`config.mk`:
```
export PLATFORM = sky130hd
export DESIGN_NAME = binary_frame_packer
export DESIGN_NICKNAME = d
export VERILOG_FILES = /design/src/rtl/binary_frame_packer.sv
export SDC_FILE = /design/constraint.sdc
export NUM_CORES = 1
export LEC_CHECK = 0
export ABC_AREA = 1
export CORE_ASPECT_RATIO = 1.1
export CORE_MARGIN = 5
export CORE_UTILIZATION = 55
export CTS_BUF_LIST = sky130_fd_sc_hd__clkbuf_16
export CTS_CLUSTER_DIAMETER = 150
export CTS_CLUSTER_SIZE = 40
export DETAILED_ROUTE_END_ITERATION = 8
export PLACE_DENSITY_LB_ADDON = 0.2
export SETUP_SLACK_MARGIN = 0.2
export SYNTH_ARGS = -nofsm -noshare
export SYNTH_HDL_FRONTEND = slang
export SYNTH_SLANG_ARGS = --single-unit
```
`constraint.sdc`:
```
create_clock -name clock -period 2.3 [get_ports clock]
set_input_delay 0.46 -clock clock [delete_from_list [all_inputs] [get_ports clock]]
set_output_delay 0.46 -clock clock [all_outputs]
set_load 0.1 [all_outputs]
```
`src/rtl/binary_frame_packer.sv`:
```
// Frame-store writer for the 1-bit filtered stream leaving the binary window buffer.
// Skips the buffer's fill latency, tracks raster position, packs pixels MSB-first into words.
module binary_frame_packer #(
  parameter int H_ACTIVE = 640,
  parameter int V_ACTIVE = 480,
  parameter int LATENCY  = 3835,
  parameter int WORD_W   = 16,
  parameter int ADDR_W   = 15
) (
  input  logic              clock,
  input  logic              reset_n,
  input  logic              clken,
  input  logic              frame_start,
  input  logic              pixel_in,
  output logic              wr_en,
  output logic [ADDR_W-1:0] wr_addr,
  output logic [WORD_W-1:0] wr_data,
  output logic              frame_done,
  output logic              sync_err
);

  localparam int NPIX    = H_ACTIVE * V_ACTIVE;
  localparam int PIX_W   = $clog2(NPIX);
  localparam int PRIME_W = $clog2(LATENCY + 1);
  localparam int BIT_W   = $clog2(WORD_W);

  localparam logic [PIX_W-1:0]   PIX_LAST   = PIX_W'(NPIX - 1);
  // Pixel index being drained when pixel (0,0) of the next frame enters the buffer.
  localparam logic [PIX_W-1:0]   PIX_SYNC   = PIX_W'(NPIX - LATENCY);
  localparam logic [PRIME_W-1:0] PRIME_LAST = PRIME_W'(LATENCY - 1);
  localparam logic [BIT_W-1:0]   BIT_LAST   = BIT_W'(WORD_W - 1);

  typedef enum logic [1:0] {IDLE, PRIME, RUN} state_t;

  state_t              state;
  logic [PRIME_W-1:0]  prime_cnt;
  logic [PIX_W-1:0]    pix;
  logic [BIT_W-1:0]    bit_cnt;
  logic [ADDR_W-1:0]   word_idx;
  logic [WORD_W-2:0]   sreg;

  // NOTE: every register here is updated with non-blocking assignments so all
  // next-state values are computed from the same pre-edge snapshot.
  always_ff @(posedge clock or negedge reset_n) begin
    if (!reset_n) begin
      state      <= IDLE;
      prime_cnt  <= '0;
      pix        <= '0;
      bit_cnt    <= '0;
      word_idx   <= '0;
      sreg       <= '0;
      wr_en      <= 1'b0;
      wr_addr    <= '0;
      wr_data    <= '0;
      frame_done <= 1'b0;
      sync_err   <= 1'b0;
    end else begin
      wr_en      <= 1'b0;
      frame_done <= 1'b0;
      if (clken) begin
        unique case (state)
          IDLE: begin
            if (frame_start) begin
              state     <= (LATENCY == 1) ? RUN : PRIME;
              prime_cnt <= PRIME_W'(1);
            end
          end
          PRIME: begin
            prime_cnt <= prime_cnt + PRIME_W'(1);
            if (prime_cnt == PRIME_LAST) state <= RUN;
          end
          RUN: begin
            if (frame_start && pix != PIX_SYNC) begin
              // Misplaced frame start: drop the partial word and re-prime from here.
              sync_err  <= 1'b1;
              pix       <= '0;
              bit_cnt   <= '0;
              word_idx  <= '0;
              sreg      <= '0;
              prime_cnt <= PRIME_W'(1);
              state     <= (LATENCY == 1) ? RUN : PRIME;
            end else begin
              if (!frame_start && pix == PIX_SYNC) sync_err <= 1'b1;
              sreg <= {sreg[WORD_W-3:0], pixel_in};
              pix  <= (pix == PIX_LAST) ? '0 : pix + PIX_W'(1);
              if (bit_cnt == BIT_LAST) begin
                bit_cnt    <= '0;
                wr_en      <= 1'b1;
                wr_data    <= {sreg, pixel_in};
                wr_addr    <= word_idx;
                word_idx   <= (pix == PIX_LAST) ? '0 : word_idx + ADDR_W'(1);
                frame_done <= (pix == PIX_LAST);
              end else begin
                bit_cnt <= bit_cnt + BIT_W'(1);
              end
            end
          end
          default: state <= IDLE;
        endcase
      end
    end
  end

endmodule

```
==> flow_summary.ini, run 1 <==
[status]
status = completed

[routing]
firstDrtPassIters = 7
ant_nets = 0
wl_per_cell_um = 13.6
drc = 0
drtIter0Drc = 158
vias = 4195
wl_mm = 10.8
vias_per_cell = 5.29

[critical_path]
endpoint_kind = register
arrival_ns = 2.32
r2r_slack_ns = 0.27
crit_type = register to register
start_kind = register
worstPathRequired_ns = 2.59
cp_max_fo = 6
reg2reg_depth = 11

[place]
hpwl_mm = 7.50
gp_congestion = 0.876
place_inst = 769
dp_slack_ns = 0.0380
portBuffers = 38

[layout]
drive_above_1_share = 0.196
syn2layout_area_growth_pct = 21.9
fin_util = 0.687
fin_cells = 793
mostFrequentLayoutCells = 149 x nand2_1, 101 x dfrtp_1, 73 x inv_1
layout_commonest_cell = nand2_1
nNetsFinal = 687
diodes = 0

[sta]
setup_slack_ns = 0.268
worstMarginPinSlew_ns = 0.733
period_share = 0.883
final_hold_viol_count = 0
slew_headroom = 0.509
fin_crit_ns = 2.03
finalSetupViolCount = 0
final.setup.tns_ns = 0
fin_worst_skew_ns = 0.00745
slew_violations = 0
max_freq_mhz = 492
rsz0062_at_grt = yes

[cts]
cts_made_buffers = 9
cts_tree = built
cts_buffer_depth = 2
cts_hold_buf = 0
cts_sinks = 101
path_clk_slew_ns = 0.07
clock_latency_ns = 0.34
h-tree-depth = 3
cts-root-buf = clkbuf_16

[run]
drv_cap = 0

[synthesis]
ys_top_cells_by_area = dfrtp_1 51%, nand2_1 12%, o21ai_0 6.4%
syn_area_per_cell_um2 = 8.17
asyncSetResetFlopFracSynth = 1.00
syn_inst = 609
yosysTopAreaCell = dfrtp_1
syn-num-nets = 622
ys_types = 32
synth_edf_count = 0
synthesis.area_um2 = 4970
ys_seq_elements = 101
ys_warn_count = 0
synth_top_cell_area_share = 0.508
synth-main-ff-cell = dfrtp_1
synth.yosys.seq_area_share = 0.508

[die]
io_pins = 39
die_y_um = 110
initial_core_util = 0.563
dieArea_um2 = 11000
rows = 36
core_region_area_um2 = 8830
die_w_um = 101

[power]
powerDensity_nw_per_um2 = 856
max-vdd-ir-drop_mv = 0.701
fin_total_pwr_mw = 5.19
p_leak_nw = 2.83

[global_routing]
grt.total_usage = 0.207
grt_pass1_wl_mm = 18.4
grt_pass1_vias = 4052
grt_max_degree = 47
antenna_found_initial = 0
grt_overflow = 0

[hold_path]
hp-class = input port to asynchronous set/reset pin
==> critical path, cell delays in order (launching register included) <==
cell	delay (ns)
dfrtp_1	0.41
inv_2	0.10
nand3_4	0.08
nor4_4	0.27
nand4_1	0.19
ha_2	0.25
inv_4	0.07
nand4_4	0.14
nor2_4	0.15
buf_6	0.15
nand3_2	0.07
nand2_2	0.08
==> flip-flops by register name (all words and copies together), names as in the netlist, 2 cells and up <==
register and flops:
prime_cnt 12, bit_cnt 4, pix 19, sreg 15, wr_addr 15, word_idx 15, state 2, wr_data 16
==> layout make-up <==
cell class	instances	area, um^2
clock buffers	9	225
clock inverters	7	83.8
fillers	720	2770
inverters	79	305
multi-input cells	412	2180
flip-flops and latches	101	2530
well taps	114	143
repair buffers	71	597
==> synthesized netlist by cell type, types with 5 or more instances <==
cell type  number
ha_1            8
o22ai_1        15
nand4_1        16
nor2_2         11
xor2_1         14
nor2_1         56
nand3_1        34
nand2_1       155
nor3_1          8
o21ai_0        64
dfrtp_1       101
clkbuf_1        9
o21ai_1         5
inv_1          75
a21oi_1        10
==> logic make-up (layout without fill, tap and decap cells) <==
family	Yosys count	in the layout	share of synthesized area
buffers and inverters	96	166	0.0787
AND/OR/NAND/NOR	292	292	0.263
adder cells (fa/ha/maj)	8	8	0.0201
AO/OA/AOI/OAI	98	98	0.105
flip-flops	101	101	0.508
XOR/XNOR	14	14	0.0247
==> metal layers <==
| layer | wire length (um) | up-vias | global-route usage |
|---|---|---|---|
| met1 | 4770 | 1980 | 0.268 |
| li1 | - | 2100 | - |
| met2 | 5290 | 92 | 0.340 |
| met3 | 447 | 23 | 0.0374 |
| met4 | 252 | 0 | 0.0885 |
| met5 | 0 | - | 0 |
==> power breakdown <==
part           total, mW  internal (mW)  switching [mW]
Clock               1.55          0.858           0.693
Combinational       1.30          0.480           0.822
Sequential          2.33           2.10           0.232
Total               5.19           3.44            1.75
==> path summary, 6_finish.rpt <==
check / start / to
worst max-delay path: pix[17]$_DFFE_PN0P_ / word_idx[13]$_DFFE_PN0P_
worst min-delay path: reset_n / wr_data[6]$_DFFE_PN0P_
worst max register to register: pix[17]$_DFFE_PN0P_ / word_idx[13]$_DFFE_PN0P_
worst min register to register: wr_data[10]$_DFFE_PN0P_ / wr_data[10]$_DFFE_PN0P_
max in group asynchronous: reset_n / pix[11]$_DFFE_PN0P_
min in group clock: wr_data[10]$_DFFE_PN0P_ / wr_data[10]$_DFFE_PN0P_
==> per-stage QoR <==
| stage | area (um^2) | hold slack (ns) |
|---|---|---|
| final | 6060 | 0.00635 |
| after global routing | 6060 | 0.0240 |
| after CTS | 5860 | 0.00879 |
| after detailed placement | 5540 | 0.382 |
| after global placement | 5540 | 0.377 |
| after floorplan | 4970 | 0.164 |
==> what timing repair did <==
action / CTS / global route
buffers inserted: 0 / 7
gates cloned: 0 / 1
pin swaps: 1 / 13
endpoints found under the setup margin: 93 / 93
resized for setup: 3 / 46
Power figures use the tool's default switching activity.
==> inputs of run 2 (changes only) <==
==> constraint.sdc (replaced) <==
create_clock -name clock -period 2.2 [get_ports clock]
set_input_delay 0.44 -clock clock [delete_from_list [all_inputs] [get_ports clock]]
set_output_delay 0.44 -clock clock [all_outputs]
set_load 0.1 [all_outputs]
==> run 2 against run 1 <==
  * Clock power rose by 3%
  * Critical path type unchanged
  * Largest power group unchanged
  * Setup slack lost 0.19 ns
  * Critical endpoint is now wr_addr[14]$_DFFE_PN0P_
  * Sequential cell count is the same
  * Power is 11% higher
  * Critical path depth is 1 higher
  * Sequential share of layout area decreased by 3.1 points
  * Final cell count rose by 2.4%
  * Highest routed layer unchanged
  * Routed wire length grew 15%
  * Core utilization up 5.6 points
  * Design area increased by 8.2%
  * Register-to-register slack got worse by 0.19 ns
==> flow_summary.ini, run 2 (synthesis gave the netlist of run 1 again) <==
[sta]
finalSetupViolCount = 0
fin_worst_skew_ns = 0.00965
slew_violations = 0
worstMarginPinSlew_ns = 0.419
rsz0062_at_grt = yes
whs_ns = 0.442
final_hold_viol_count = 0
max_freq_mhz = 472
slew_headroom = 0.719
fin_crit_ns = 2.12
period_share = 0.963

[die]
core_region_area_um2 = 8830
die_y_um = 110
rows = 36
io_pins = 39
dieArea_um2 = 11000
die_w_um = 101
initial_core_util = 0.563

[cts]
clock_latency_ns = 0.35
cts_sinks = 101
path_clk_slew_ns = 0.07
cts_tree = built
h-tree-depth = 3
cts_buffer_depth = 2
cts-root-buf = clkbuf_16
cts_made_buffers = 9

[place]
hpwl_mm = 7.47
place_inst = 782
portBuffers = 38
gp_congestion = 0.874

[routing]
vias_per_cell = 5.38
ant_nets = 0
vias = 4367
drtIter0Drc = 153
firstDrtPassIters = 4
wl_per_cell_um = 15.2
wl_mm = 12.3
drc = 0

[critical_path]
setup.worst_path.end = wr_addr[14]$_DFFE_PN0P_
startpoint = pix[3]$_DFFE_PN0P_
r2r_slack_ns = 0.08
cp_max_fo = 7
endpoint_kind = register
start_kind = register
timing.rr.start = pix[3]$_DFFE_PN0P_
arrival_ns = 2.35
reg2reg_depth = 12
worstPathRequired_ns = 2.43
r2r_end = wr_addr[14]$_DFFE_PN0P_
crit_type = register to register

[global_routing]
antenna_found_initial = 0
grt_use_met3 = 0.0368
grt_pass1_vias = 4045
grtUsageMet1 = 0.266
grt_max_degree = 67
grt.total_usage = 0.205
met2_usage = 0.347
grt_overflow = 0
grt_most_used_layer = met2
grt_pass1_wl_mm = 18.2

[layout]
regMostFlops = pix
layout_commonest_cell = nand2_1
drive_above_1_share = 0.275
nNetsFinal = 706
mostFrequentLayoutCells = 132 x nand2_1, 101 x dfrtp_1, 72 x inv_1
largest_reg_flops = 19
fin_cells = 812
diodes = 0
reg_top3 = pix: 19 flops, wr_data: 16 flops
fillers = 658
fin_util = 0.743
syn2layout_area_growth_pct = 31.8

[power]
p_leak_nw = 3.07
fin_total_pwr_mw = 5.74
max-vdd-ir-drop_mv = 0.586
powerDensity_nw_per_um2 = 875

[run]
drv_cap = 0

[hold_path]
hp-class = input port to asynchronous set/reset pin

[status]
status = completed
## run 2: stage by stage
stage	setup WS [ns]	instance area, um^2	setup TNS (ns)
2_1_floorplan	0.190	4980	0
5_1_grt	-0.0572	6560	-0.345
4_1_cts	0.176	6030	0
3_5_place_dp	-0.112	5650	-0.740
3_3_place_gp	0.0355	5650	0
6_report	0.0817	6560	0
## run 2: how the worst min path moves through the flow
stage                              to  slack, ns  depth (start not counted)
6_report       wr_data[2]$_DFFE_PN0P_       0.44                          2
2_1_floorplan  bit_cnt[0]$_DFFE_PN0P_       0.14                          0
5_1_grt        wr_data[2]$_DFFE_PN0P_       0.44                          2
3_3_place_gp   wr_data[6]$_DFFE_PN0P_       0.27                          1
4_1_cts        wr_data[4]$_DFFE_PN0P_       0.44                          2
3_5_place_dp   wr_data[4]$_DFFE_PN0P_       0.27                          1
## run 2: layout make-up
type / instances / area (um^2) / area share
flip-flops and latches: 101 / 2530 / 0.385
multi-input cells: 412 / 2420 / 0.369
repair buffers: 90 / 847 / 0.129
inverters: 79 / 319 / 0.0487
clock buffers: 9 / 225 / 0.0344
well taps: 114 / 143 / 0.0218
clock inverters: 7 / 72.6 / 0.0111
## run 2: critical path: stages (launching register included)
cell and delay, ns:
dfrtp_1 0.39, nor2_1 0.12, nand3_1 0.09, nor4_2 0.23, buf_4 0.15, nand4_1 0.09
ha_2 0.22, inv_4 0.07, nand4_4 0.14, buf_6 0.19, buf_12 0.14, nand2_1 0.09
o21ai_1 0.08
## run 2: power breakdown
| part | leakage [nW] | internal (mW) | switching, mW |
|---|---|---|---|
| Combinational | 1.55 | 0.669 | 1.03 |
| Clock | 0.145 | 0.887 | 0.716 |
| Sequential | 1.38 | 2.20 | 0.244 |
## run 2: routing by layer
layer / wire length, um / part of all wire
met1: 5090 / 0.41
met2: 6350 / 0.51
met3: 543 / 0.044
met4: 358 / 0.029
met5: 0 / 0
## run 2: what timing repair did
item	in CTS	in global routing
endpoints found under the setup margin	96	94
gates resized for setup	20	129
pin swaps	1	19
hold buffers	1	0
buffers inserted	0	5
endpoints found under the hold margin	6	0
gates cloned	0	8
